**src/rtl/branch_target_buffer.sv**
```systemverilog
// Direct-mapped branch target buffer and next-PC selector for fetch.
// Optional 2-bit saturating counters: define BTB_SATURATING_COUNTER_EN.
module branch_target_buffer #(
   parameter int ENTRIES = 16,
   parameter int WORD    = 16
) (
   input  logic            clk,
   input  logic            reset,
   input  logic [WORD-1:0] if_pc,
   output logic            pred_hit,
   output logic            pred_taken,
   output logic [WORD-1:0] pred_next_pc,
   input  logic            upd_valid,
   input  logic [WORD-1:0] upd_pc,
   input  logic [WORD-1:0] upd_target,
   input  logic            upd_taken,
   input  logic            upd_is_jump
);

   localparam int IDX = $clog2(ENTRIES);
   localparam int TAG = WORD - IDX;

   logic [ENTRIES-1:0] valid_q;
   logic [TAG-1:0]     tag_q    [ENTRIES];
   logic [WORD-1:0]    target_q [ENTRIES];

   logic [IDX-1:0]  lk_idx;
   logic [TAG-1:0]  lk_tag;
   logic [IDX-1:0]  upd_idx;
   logic [TAG-1:0]  upd_tag;
   logic            upd_hit;
   logic            eff_taken;
   logic            valid_we;
   logic            valid_nxt;
   logic            tgt_we;
   logic [WORD-1:0] pc_inc;

   assign lk_idx    = if_pc[IDX-1:0];
   assign lk_tag    = if_pc[WORD-1:IDX];
   assign upd_idx   = upd_pc[IDX-1:0];
   assign upd_tag   = upd_pc[WORD-1:IDX];
   assign upd_hit   = valid_q[upd_idx] && (tag_q[upd_idx] == upd_tag);
   assign eff_taken = upd_taken || upd_is_jump;
   assign pc_inc    = if_pc + {{(WORD-1){1'b0}}, 1'b1};
   assign tgt_we    = upd_valid && eff_taken;

`ifdef BTB_SATURATING_COUNTER_EN
   logic [1:0] ctr_q [ENTRIES];
   logic [1:0] ctr_cur;
   logic [1:0] ctr_nxt;
   logic       ctr_we;

   assign ctr_cur = ctr_q[upd_idx];
   assign ctr_we  = upd_valid && (upd_hit || eff_taken);

   // Entries are only ever validated; not-taken just weakens the counter
   assign valid_we  = upd_valid && eff_taken;
   assign valid_nxt = 1'b1;

   // Counter training: jumps saturate, branches step, new branches start weak-taken
   always_comb begin
      ctr_nxt = ctr_cur;
      if (upd_is_jump) begin
         ctr_nxt = 2'b11;
      end else if (upd_taken) begin
         if (!upd_hit) begin
            ctr_nxt = 2'b10;
         end else if (ctr_cur != 2'b11) begin
            ctr_nxt = ctr_cur + 2'b01;
         end
      end else if (ctr_cur != 2'b00) begin
         ctr_nxt = ctr_cur - 2'b01;
      end
   end

   // Counter storage; reset to weakly not-taken
   always_ff @(posedge clk) begin
      if (reset) begin
         for (int i = 0; i < ENTRIES; i++) begin
            ctr_q[i] <= 2'b01;
         end
      end else if (ctr_we) begin
         ctr_q[upd_idx] <= ctr_nxt;
      end
   end

   // Lookup: taken prediction comes from the counter's upper bit
   always_comb begin
      pred_hit     = valid_q[lk_idx] && (tag_q[lk_idx] == lk_tag);
      pred_taken   = pred_hit && ctr_q[lk_idx][1];
      pred_next_pc = pred_taken ? target_q[lk_idx] : pc_inc;
   end
`else
   // A not-taken hit drops the entry; a taken update (re)validates it
   assign valid_we  = upd_valid && (upd_hit || eff_taken);
   assign valid_nxt = eff_taken;

   // Lookup: any hit is predicted taken
   always_comb begin
      pred_hit     = valid_q[lk_idx] && (tag_q[lk_idx] == lk_tag);
      pred_taken   = pred_hit;
      pred_next_pc = pred_taken ? target_q[lk_idx] : pc_inc;
   end
`endif

   // Valid bits; reset wins over a same-cycle update
   always_ff @(posedge clk) begin
      if (reset) begin
         valid_q <= '0;
      end else if (valid_we) begin
         valid_q[upd_idx] <= valid_nxt;
      end
   end

   // Tag and target storage, not reset; written on every taken update
   always_ff @(posedge clk) begin
      if (!reset && tgt_we) begin
         tag_q[upd_idx]    <= upd_tag;
         target_q[upd_idx] <= upd_target;
      end
   end

endmodule

```
**config.mk**
```make
export PLATFORM = sky130hd
export DESIGN_NAME = branch_target_buffer
export DESIGN_NICKNAME = d
export VERILOG_FILES = /design/src/rtl/branch_target_buffer.sv
export SDC_FILE = /design/constraint.sdc
export NUM_CORES = 1
export LEC_CHECK = 0
export ABC_AREA = 1
export CAP_MARGIN = 15
export CORE_UTILIZATION = 60
export CTS_BUF_LIST = sky130_fd_sc_hd__clkbuf_4 sky130_fd_sc_hd__clkbuf_8
export CTS_CLUSTER_DIAMETER = 150
export DETAILED_ROUTE_END_ITERATION = 8
export HOLD_SLACK_MARGIN = 0.02
export PLACE_DENSITY = 0.82
export RECOVER_POWER = 50
export SLEW_MARGIN = 20
export SYNTH_ARGS = -nofsm -noshare
export SYNTH_HDL_FRONTEND = slang
export SYNTH_SLANG_ARGS = --single-unit
```
**constraint.sdc**
```tcl
create_clock -name clk -period 6 [get_ports clk]
set_input_delay 1.8 -clock clk [delete_from_list [all_inputs] [get_ports clk]]
set_output_delay 1.8 -clock clk [all_outputs]
set_load 0.05 [all_outputs]
```
==> results.json, run 1 <==
{
  "required_ns": 4.20,
  "powerDensity_nw_per_um2": 276.8,
  "grt.overflow.total": 0,
  "path_cells": "buf_6, clkinv_8, buf_4, buf_4, nor2_1, o211ai_1, nand3_1, nand3_1, nand2_1, nor2_1, nand2_2, nor2_4, buf_12, nand2_8, o21ai_2, buf_12",
  "syn-cell-area_um2": 21680,
  "synthFlopType": "edfxtp_1",
  "synth.most_common_cell": "nand2_1",
  "seq_area_um2": 13770,
  "worst_setup_path_end_kind": "primary output",
  "synth.avg_cell_area_um2": 10.03,
  "globalplace.congestion": 0.9151,
  "grt_pass1_vias": 16440,
  "n_fill_cell": 2524,
  "cts-root-buf": "clkbuf_8",
  "postCtsHoldBufs": 0,
  "die_w_um": 192.1,
  "max_freq_ghz": 0.1669,
  "setup_ws_ns": 0.009212,
  "vias": 17350,
  "stdcell_count": 2785,
  "worstMarginPinSlew_ns": 2.390,
  "ant_nets": 0,
  "ys_seq_elements": 464,
  "leakage_nw": 9.442,
  "cts_made_buffers": 76,
  "synth_cells": 2161,
  "ys_types": 44,
  "setup_tns_ns": 0,
  "synth-edff-count": 448,
  "drc": 0,
  "placed_cells": 2646,
  "placementRows": 69,
  "drive_above_1_share_pct": 12.78,
  "clock-sinks": 464,
  "vias_per_cell": 6.231,
  "hold_viol": 0,
  "drt_iter0_drc": 2685,
  "numPortBuffers": 70,
  "hpwl_um": 35540,
  "arrival_ns": 4.19,
  "diodes": 0,
  "synthTopCellsByArea": "edfxtp_1 (62%), nand2_1 (9.8%), o21ai_0 (5.4%)",
  "clk_pin_slew_worst_paths_ns": 0.06,
  "cap_viol_max_count": 1,
  "syn_nets": 2215,
  "setup.worst_path.start_class": "input pin",
  "final_core_util_pct": 69.96,
  "drt-total-wl_um": 62850,
  "grt_usage_pct": 34.21,
  "status": "finished, violations left",
  "finalCriticalPeriod_ns": 5.991,
  "violations": "capacitance limit, slew limit",
  "vdd_drop_max_uv": 302.9,
  "hold_path.class": "register to register",
  "dpl_worst_slack_ns": -0.1056,
  "start_util_pct": 60.95,
  "critPathMaxStageDelay_ns": 0.23,
  "cts_htree_levels": 3,
  "async_reset_ff_share_pct": 0,
  "grt_max_degree": 117,
  "drv_slew": 29,
  "grt_first_pass_wirelength_um": 92880,
  "core_um2": 35570,
  "period_share_pct": 99.85,
  "multi_input_area_um2": 6868,
  "maxSlewHeadroom_pct": -59.35,
  "ioPinCount": 71,
  "finalPower_mw": 6.887,
  "grt_antenna_before_repair": 0,
  "first_pass_iters": 6,
  "die_area_um2": 36900,
  "cts_buffer_depth": 3,
  "worstSetupPathType": "input pin to primary output",
  "skew_ns": 0.01709,
  "wl_per_cell_um": 22.57,
  "cts_tree": "yes",
  "synthDominantCellAreaShare_pct": 62.05,
  "nets": 2327,
  "synthToLayoutAreaGrowth_pct": 14.77,
  "ys_warn_count": 0,
  "cp_slowest_cell": "o211ai_1",
  "die_h_um": 192.1,
  "synth_area_leader_cell": "edfxtp_1",
  "critPathMaxFanout": 14,
  "setup_viol": 0,
  "yosysSeqAreaShare_pct": 63.53,
  "clock_latency_ns": 0.64,
  "synth_common_cells": "nand2_1 (565), edfxtp_1 (448), nor2_1 (251)"
}
worst paths after layout:
| check | from | endpoint | slack, ns | cells past startpoint |
|---|---|---|---|---|
| worst max register to register | tag_q[7][9]$_DFFE_PP_ | valid_q[13]$_SDFFE_PP0P_ | 3.60 | 16 |
| worst min-delay path | valid_q[9]$_SDFFE_PP0P_ | valid_q[9]$_SDFFE_PP0P_ | 0.47 | 2 |
| worst min register to register | valid_q[9]$_SDFFE_PP0P_ | valid_q[9]$_SDFFE_PP0P_ | 0.47 | 2 |
| worst max-delay path | if_pc[0] | pred_next_pc[10] | 0.009 | 16 |
state kept, by name, indices dropped and copies added, names as in the netlist:
name,cells
target_q,256
tag_q,192
valid_q,16
critical path, delay by kind of cell:
family / cells / cell delay [ns]
AOI/OAI and AO/OA: 2 / 0.46
buffers and inverters: 6 / 0.95
and+or+nand+nor: 8 / 0.92
placed cells by master (no fill, tap or decap), types with 6 or more instances in the layout:
master           netlist  layout
a21oi_1               70      70
a21oi_2                6       6
a32o_1                11      11
buf_12                 0      30
buf_4                  7      78
clkbuf_4               0      27
clkbuf_8               0      76
clkdlybuf4s50_1        0      16
clkinv_1              10      26
dfxtp_1               16      16
dlygate4sd3_1          0      29
edfxtp_1             448     448
inv_1                115     113
nand2_1              565     560
nand2_2                2       7
nand3_1               68      66
nor2_1               251     247
nor3_2                 2      12
o211ai_1              15      15
o21ai_0              234     231
o21ai_1               79      74
o21ai_2                6      12
o21bai_1               6       6
o221ai_1              29      29
o22ai_1               41      40
xor2_1                14      12
logic make-up after synthesis:
kind of cell,share of synthesized area (%)
buffers and inverters,5.731
DFF,63.53
xor gates and xnor gates,0.5656
adders and majority gates,0.05770
and+or+nand+nor,16.72
AOI/OAI and AO/OA,13.40
stage by stage:
| step | hold WS [ns] | instance area [um^2] |
|---|---|---|
| after floorplan | 0.4432 | 21680 |
| after global placement | 0.4551 | 23200 |
| after detailed placement | 0.4622 | 23200 |
| after CTS | 0.4697 | 24650 |
| after global routing | 0.4900 | 24880 |
| final | 0.4710 | 24880 |
where the power goes:
group | switching (mW) | leakage (nW) | internal (mW)
registers | 0.0103 | 4.16 | 3.59
clock network | 1.22 | 0.738 | 1.35
logic | 0.483 | 4.54 | 0.230
total | 1.72 | 9.44 | 5.17
metal layers:
metal | share of wire, % | track usage [%] | up-vias
met3 | 12 | 7.637 | 265
li1 | - | - | 7732
met5 | 0 | 0 | -
met2 | 46 | 51.68 | 1260
met1 | 36 | 44.77 | 8095
met4 | 5.8 | 22.41 | 0
final cells by class:
class	count	share of cell area, %
flip-flops and latches	464	55.35
multi-input cells	1438	27.60
repair buffers	164	7.135
clock buffers	103	5.018
well taps	461	2.318
inverters	129	1.996
clock inverters	26	0.5783
timing repair:
action,CTS,global route
endpoints found under the setup margin,16,18
buffers inserted,1,8
pin swaps,1,9
resized for setup,7,35
gates cloned,0,1
No activity file was read; power rests on OpenSTA's default activity.
==> run 2, diff against run 1 <==
--- a/config.mk
+++ b/config.mk
@@ -5,7 +5,6 @@
 export SDC_FILE = /design/constraint.sdc
 export NUM_CORES = 1
 export LEC_CHECK = 0
-export ABC_AREA = 1
 export CAP_MARGIN = 15
 export CORE_UTILIZATION = 60
 export CTS_BUF_LIST = sky130_fd_sc_hd__clkbuf_4 sky130_fd_sc_hd__clkbuf_8
@@ -14,6 +13,7 @@
 export HOLD_SLACK_MARGIN = 0.02
 export PLACE_DENSITY = 0.82
 export RECOVER_POWER = 50
+export REMOVE_ABC_BUFFERS = 1
 export SLEW_MARGIN = 20
 export SYNTH_ARGS = -nofsm -noshare
 export SYNTH_HDL_FRONTEND = slang
==> run 2 against run 1 <==
The run ends with capacitance limit, slew limit, setup timing left. Critical path depth decreased by 5. Via count decreased by 34%. Synthesized cell count decreased by 53%. Sequential cell count unchanged. Clock power decreased by 2%. Cell count decreased by 39%. Worst setup slack got worse by 0.45 ns. Critical endpoint is now pred_next_pc[5]. Largest power group unchanged. Highest routed layer unchanged.
==> results.json, run 2 <==
{
  "cts-root-buf": "clkbuf_8",
  "synth-edff-count": 448,
  "path_cells": "clkbuf_16, buf_12, mux4_2, mux4_2, xor2_1, nand3b_1, nor4_4, nand4_4, buf_12, mux2_2, buf_12",
  "synthTopCellsByArea": "edfxtp_1 (66%), mux4_2 (20%), mux2i_1 (2.2%)",
  "die_w_um": 186.7,
  "vias_per_cell": 6.779,
  "dpl_worst_slack_ns": -0.5797,
  "mostFrequentLayoutCells": "edfxtp_1 (448), mux4_2 (183), clkbuf_8 (78)",
  "drv_slew": 28,
  "ys_seq_elements": 464,
  "placementRows": 67,
  "setup.worst_path.start_class": "input pin",
  "arrival_ns": 4.64,
  "period_share_pct": 107.3,
  "worstPathBufferInverterCount": 4,
  "die_h_um": 186.7,
  "violations": "capacitance limit, slew limit, setup timing",
  "synth_common_cells": "edfxtp_1 (448), mux4_2 (183), mux2i_1 (45)",
  "cts_made_buffers": 74,
  "yosysSeqAreaShare_pct": 67.29,
  "critPathMaxFanout": 15,
  "cap_viol_max_count": 1,
  "hold_viol": 0,
  "leakage_nw": 7.836,
  "hpwl_um": 30230,
  "synthFlopType": "edfxtp_1",
  "placed_cells": 1551,
  "finalCriticalPeriod_ns": 6.440,
  "die_area_um2": 34860,
  "synth.most_common_cell": "edfxtp_1",
  "nets": 1240,
  "core_um2": 33530,
  "top_regs": "target_q (256), tag_q (192), valid_q (16)",
  "numPortBuffers": 70,
  "max_freq_ghz": 0.1553,
  "cts_buffer_depth": 3,
  "cp_slowest_cell": "mux4_2",
  "ys_warn_count": 0,
  "critPathMaxStageDelay_ns": 0.57,
  "setup_tns_ns": -7.095,
  "vdd_drop_max_uv": 285.0,
  "synthToLayoutAreaGrowth_pct": 17.21,
  "required_ns": 4.20,
  "grt_max_degree": 61,
  "path_common_cell": "buf_12",
  "grt_pass1_vias": 11760,
  "synthDominantCellAreaShare_pct": 65.73,
  "layout_commonest_cell": "edfxtp_1",
  "status": "finished, violations left",
  "worst_setup_path_end_kind": "primary output",
  "grt_antenna_before_repair": 1,
  "vias": 11460,
  "worstMarginPinSlew_ns": 1.971,
  "rsz0062_at_grt": "true",
  "start_util_pct": 61.04,
  "stdcell_count": 1690,
  "regMostFlops": "target_q",
  "drive_above_1_share_pct": 37.90,
  "cts_tree": "yes",
  "setup_viol": 18,
  "grt_usage_pct": 29.91,
  "n_fill_cell": 1946,
  "maxSlewHeadroom_pct": -31.38,
  "ant_nets": 0,
  "holdWs_ns": 0.5006,
  "grt.overflow.total": 0,
  "synth_cells": 1011,
  "async_reset_ff_share_pct": 0,
  "drt_iter0_drc": 1240,
  "grt_first_pass_wirelength_um": 75180,
  "postCtsHoldBufs": 0,
  "skew_ns": 0.03946,
  "cpLargestDelayFamily": "multiplexers",
  "powerDensity_nw_per_um2": 281.1,
  "wl_per_cell_um": 29.96,
  "worstSetupPathType": "input pin to primary output",
  "synth.avg_cell_area_um2": 20.24,
  "clk_pin_slew_worst_paths_ns": 0.06,
  "drt-total-wl_um": 50640,
  "hold_path.class": "register to register",
  "clock_latency_ns": 0.62,
  "globalplace.congestion": 0.8656,
  "cts_htree_levels": 3,
  "synth_area_leader_cell": "edfxtp_1",
  "first_pass_iters": 5,
  "drc": 0,
  "ys_types": 51,
  "syn-cell-area_um2": 20470,
  "largest_register_ff_count": 256,
  "clock-sinks": 464,
  "ioPinCount": 71,
  "setup_ws_ns": -0.4396
}
run 2: cell types whose count changed after synthesis, sizes merged, moves of 24 or more:
cell and delta:
a21oi -68, mux4 +183, nand2 -555, buf -34
nand3 -57, nor2 -228, o22ai -24, o221ai -28
xnor2 +28, mux2i +45, inv -112, clkbuf -29
o21ai -315
run 2: cell type report:
type	instances	area, um^2	share of cell area, %
clock buffer	98	1217	5.075
tap	448	560.5	2.336
inverter	7	26.28	0.1095
timing repair buffer	167	1737	7.239
antenna	2	5.005	0.02086
multi-input combinational	472	6515	27.16
sequential	464	13770	57.41
clock inverter	32	156.4	0.6519
run 2: worst paths after layout:
| path | startpoint | endpoint | slack, ns | cells after the start |
|---|---|---|---|---|
| worst max-delay path | if_pc[0] | pred_next_pc[5] | -0.44 | 11 |
| worst min-delay path | valid_q[0]$_SDFFE_PP0P_ | valid_q[0]$_SDFFE_PP0P_ | 0.50 | 2 |
| worst max register to register | tag_q[4][1]$_DFFE_PP_ | valid_q[9]$_SDFFE_PP0P_ | 2.75 | 8 |
| worst min register to register | valid_q[0]$_SDFFE_PP0P_ | valid_q[0]$_SDFFE_PP0P_ | 0.50 | 2 |
run 2: per-stage QoR:
stage / area [um^2] / utilization (%) / power (mW)
after global placement: 22370 / 66.71 / 4.231
after detailed placement: 22370 / 66.71 / 4.244
final: 23990 / 71.54 / 6.744
after floorplan: 20130 / - / 3.940
after global routing: 23990 / 71.54 / 6.946
after CTS: 24000 / 71.58 / 6.770
run 2: kinds of logic after synthesis:
family,synth area share (%)
buffers and inverters,1.791
muxes,23.55
AOI/OAI and AO/OA,1.889
adders and majority gates,0.06112
and+or+nand+nor,3.546
DFF,67.29
xor gates and xnor gates,1.871
run 2: metal layers:
metal  vias to the layer above  global-route usage (%)  part of all wire, %
li1                       4645                       -                    -
met1                      5927                   41.54                   37
met2                       756                   47.09                   49
met3                       128                   6.413                   10
met4                         0                   11.92                  3.5
met5                         -                       0                    0
run 2: power breakdown:
group	switching, mW	leakage [nW]	total, mW	internal, mW
Sequential	0.0126	4.16	3.60	3.59
Combinational	0.318	2.94	0.603	0.285
Clock	1.22	0.729	2.54	1.33
Total	1.55	7.84	6.74	5.20
run 2: repair_timing:
item,in CTS,in global routing
pin swaps,8,3
gates resized for setup,38,5
setup buffers,6,1
setup endpoints to repair,18,18
endpoints found under the hold margin,0,0
gates cloned,2,0
run 2: worst min-delay path: stages (launching register included):
cell and delay (ns):
dfxtp_1 0.32, nand2b_1 0.07, o22ai_1 0.06
==> variant: new RTL, flow settings as in run 1 <==
Add an input register stage for `if_pc`, `upd_pc` and `upd_target`, cleared by the reset; this delays them by one clock. The other inputs are not delayed to match.
--- a/src/rtl/branch_target_buffer.sv
+++ b/src/rtl/branch_target_buffer.sv
@@ -20,6 +20,22 @@
    localparam int IDX = $clog2(ENTRIES);
    localparam int TAG = WORD - IDX;
 
+   logic [WORD-1:0] if_pc_q;
+   logic [WORD-1:0] upd_pc_q;
+   logic [WORD-1:0] upd_target_q;
+
+   always_ff @(posedge clk) begin
+      if (reset) begin
+         if_pc_q      <= '0;
+         upd_pc_q     <= '0;
+         upd_target_q <= '0;
+      end else begin
+         if_pc_q      <= if_pc;
+         upd_pc_q     <= upd_pc;
+         upd_target_q <= upd_target;
+      end
+   end
+
    logic [ENTRIES-1:0] valid_q;
    logic [TAG-1:0]     tag_q    [ENTRIES];
    logic [WORD-1:0]    target_q [ENTRIES];
@@ -35,13 +51,13 @@
    logic            tgt_we;
    logic [WORD-1:0] pc_inc;
 
-   assign lk_idx    = if_pc[IDX-1:0];
-   assign lk_tag    = if_pc[WORD-1:IDX];
-   assign upd_idx   = upd_pc[IDX-1:0];
-   assign upd_tag   = upd_pc[WORD-1:IDX];
+   assign lk_idx    = if_pc_q[IDX-1:0];
+   assign lk_tag    = if_pc_q[WORD-1:IDX];
+   assign upd_idx   = upd_pc_q[IDX-1:0];
+   assign upd_tag   = upd_pc_q[WORD-1:IDX];
    assign upd_hit   = valid_q[upd_idx] && (tag_q[upd_idx] == upd_tag);
    assign eff_taken = upd_taken || upd_is_jump;
-   assign pc_inc    = if_pc + {{(WORD-1){1'b0}}, 1'b1};
+   assign pc_inc    = if_pc_q + {{(WORD-1){1'b0}}, 1'b1};
    assign tgt_we    = upd_valid && eff_taken;
 
 `ifdef BTB_SATURATING_COUNTER_EN
@@ -116,7 +132,7 @@
    always_ff @(posedge clk) begin
       if (!reset && tgt_we) begin
          tag_q[upd_idx]    <= upd_tag;
-         target_q[upd_idx] <= upd_target;
+         target_q[upd_idx] <= upd_target_q;
       end
    end
 
Function: changed (a bounded check fails within 4 cycles, from zero or initial values and one cycle with reset high).
==> variant against run 1 <==
- the run still ends with max-capacitance violations, max-slew violations left
- register-to-register slack worse by 1200 ps
- area after synthesis is 5.9% higher
- sequential cell count is 48 higher
- fmax is 4.4% higher
- total power is 11% higher
- sequential share of layout area is 1.4 points higher
- utilization is 0.96 points lower
- final area is 4.4% higher
- wire length is 0.39% higher
- worst setup slack better by 250 ps
- largest cell class unchanged
- largest power group unchanged
==> variant: results (changes against run 1) <==
| Metric | Value |
|---|---|
| HPWL Detailed | `35500 um (about the same)` |
| Diodes inserted | `0 (unchanged)` |
| Most frequent cells after synthesis | `614 x nand2_1, 448 x edfxtp_1, 302 x nor2_1 (was 565 x nand2_1, 448 x edfxtp_1, 251 x nor2_1)` |
| Crit path max fanout | `28 (was 14)` |
| Global Route Usage Sum | `0.328 (was 0.342)` |
| Max cap viols | `1 (unchanged)` |
| DR WL/cell | `21.2 um (was 22.6 um)` |
| Register area share after synthesis | `0.642 (was 0.635)` |
| Status | `finished with violations (unchanged)` |
| Area fraction in compound gates after synthesis | `0.120 (was 0.134)` |
| Post-Synth XOR/XNOR Area | `0.00610 (was 0.00566)` |
| Share of layout cells above drive strength 1 | `0.0947 (was 0.128)` |
| Clock slew at reported path FFs | `60 ps (about the same)` |
| Post-Synth Adder-Cell Area | `0.000545 (was 0.000577)` |
| Vias | `17900 (was 17400)` |
| Nets | `2458 (was 2327)` |
| Reg2reg end | `tag_q[1][11] (was valid_q[13])` |
| Place WS | `932 ps (was -106 ps)` |
| Grt met1 use | `0.424 (was 0.448)` |
| Failing checks | `max-capacitance violations, max-slew violations (unchanged)` |
| Worst Skew | `27.5 ps (was 17.1 ps)` |
| Switching portion of total power | `0.241 (was 0.249)` |
| Initial detailed-routing violation count | `2475 (was 2685)` |
| Hold_sp | `valid_q[14] (was valid_q[9])` |
| GP Congestion | `0.965 (was 0.915)` |
| VDD IR max | `0.000232 V (was 0.000303 V)` |
| Unique masters post-synth | `38 (was 44)` |
| Hold path endpoint | `valid_q[14] (was valid_q[9])` |
| Worst-Margin Slew | `3070 ps (was 2390 ps)` |
| Vias in the first global route | `17100 (was 16400)` |
| Total CTS buffers | `81 (was 76)` |
| Clk root buf | `clkbuf_8 (unchanged)` |
| R2R depth | `7 (was 16)` |
| Post-Syn Nets | `2398 (was 2215)` |
| Leakage power | `10.4 nW (was 9.44 nW)` |
| Fin. max-slew vios | `58 (was 29)` |
| Largest regs | `target_q (256), tag_q (192) (was target_q (256), tag_q (192), valid_q (16))` |
| Register-to-register setup slack | `2360 ps (was 3600 ps)` |
| GR Util met3 | `0.0645 (was 0.0764)` |
| Largest net degree at the start of global routing | `194 (was 117)` |
| Area contributors post-synth | `edfxtp_1 59%, nand2_1 10%, o21ai_0 5.6% (was edfxtp_1 62%, nand2_1 9.8%, o21ai_0 5.4%)` |
-- variant: changes by cell type after synthesis, moves of 25 or more --
cell	before	now
o21ai_0	234	259
o21ai_1	79	47
nand2_1	565	614
inv_1	115	172
nor2_1	251	302
dfxtp_1	16	64
-- variant: worst max-delay path, stage by stage, from the launching register on --
cell      delay (ps)
dfxtp_2          620
nand2_1          140
inv_1            750
nand2_1          120
nand2_1          100
inv_1             70
nand2_1          140
xor2_1           160
nand3b_1         140
nor2_4           160
nand2_4          200
o21ai_1          470
buf_12           200
-- variant: power by group through the flow --
stage	Sequential, W	Combinational (W)	Clock, W
3_3_place_gp	0.00404	0.000566	0
2_1_floorplan	0.00401	0.000384	0
5_1_grt	0.00397	0.000642	0.00325
4_1_cts	0.00396	0.000582	0.00309
3_5_place_dp	0.00404	0.000578	0
6_report	0.00397	0.000594	0.00308
-- variant: layout make-up --
cell class,count,share of cell area
inverter,177,0.0258
clock buffer,120,0.0563
timing repair buffer,116,0.0497
multi-input combinational,1516,0.267
clock inverter,29,0.00886
sequential,512,0.568
tap,511,0.0246
-- variant: routing by layer --
| metal | vias to the layer above | part of all wire |
|---|---|---|
| met4 | 0 | 0.057 |
| met2 | 1246 | 0.46 |
| met3 | 253 | 0.12 |
| li1 | 8123 | - |
| met1 | 8231 | 0.36 |
| met5 | - | 0 |
-- variant: worst max-delay path by stage --
stage | startpoint | end | slack [ps]
after floorplan | upd_is_jump | tag_q[11][0] | 1100
after global placement | if_pc_q[2] | pred_next_pc[1] | 930
after detailed placement | if_pc_q[2] | pred_next_pc[1] | 930
after CTS | if_pc_q[2] | pred_next_pc[1] | 230
after global routing | if_pc_q[0] | pred_next_pc[5] | 70
final | if_pc_q[2] | pred_next_pc[5] | 260
-- variant: through the flow --
step                utilization  hold WS (ps)  instance area (um^2)  cells  power, W
floorplan                     -           443                 23000   2344   0.00439
global placement          0.645           452                 24300   2832   0.00460
detailed placement        0.645           458                 24300   2832   0.00462
CTS                       0.690           466                 26000   2981   0.00763
global route              0.690           491                 26000   2981   0.00786
finish                    0.690           472                 26000   2981   0.00764
-- variant: cell families (layout without fill, tap and decap cells) --
family	count (synthesis)	count (layout)
AOI/OAI and AO/OA	491	491
xor gates and xnor gates	16	16
adders and majority gates	1	1
buffers and inverters	316	442
DFF	512	512
and+or+nand+nor	1008	1008
-- variant: what timing repair did --
item / in CTS / in global routing
setup endpoints to repair: 0 / 2
gates resized for setup: 0 / 1
setup buffers: 0 / 0
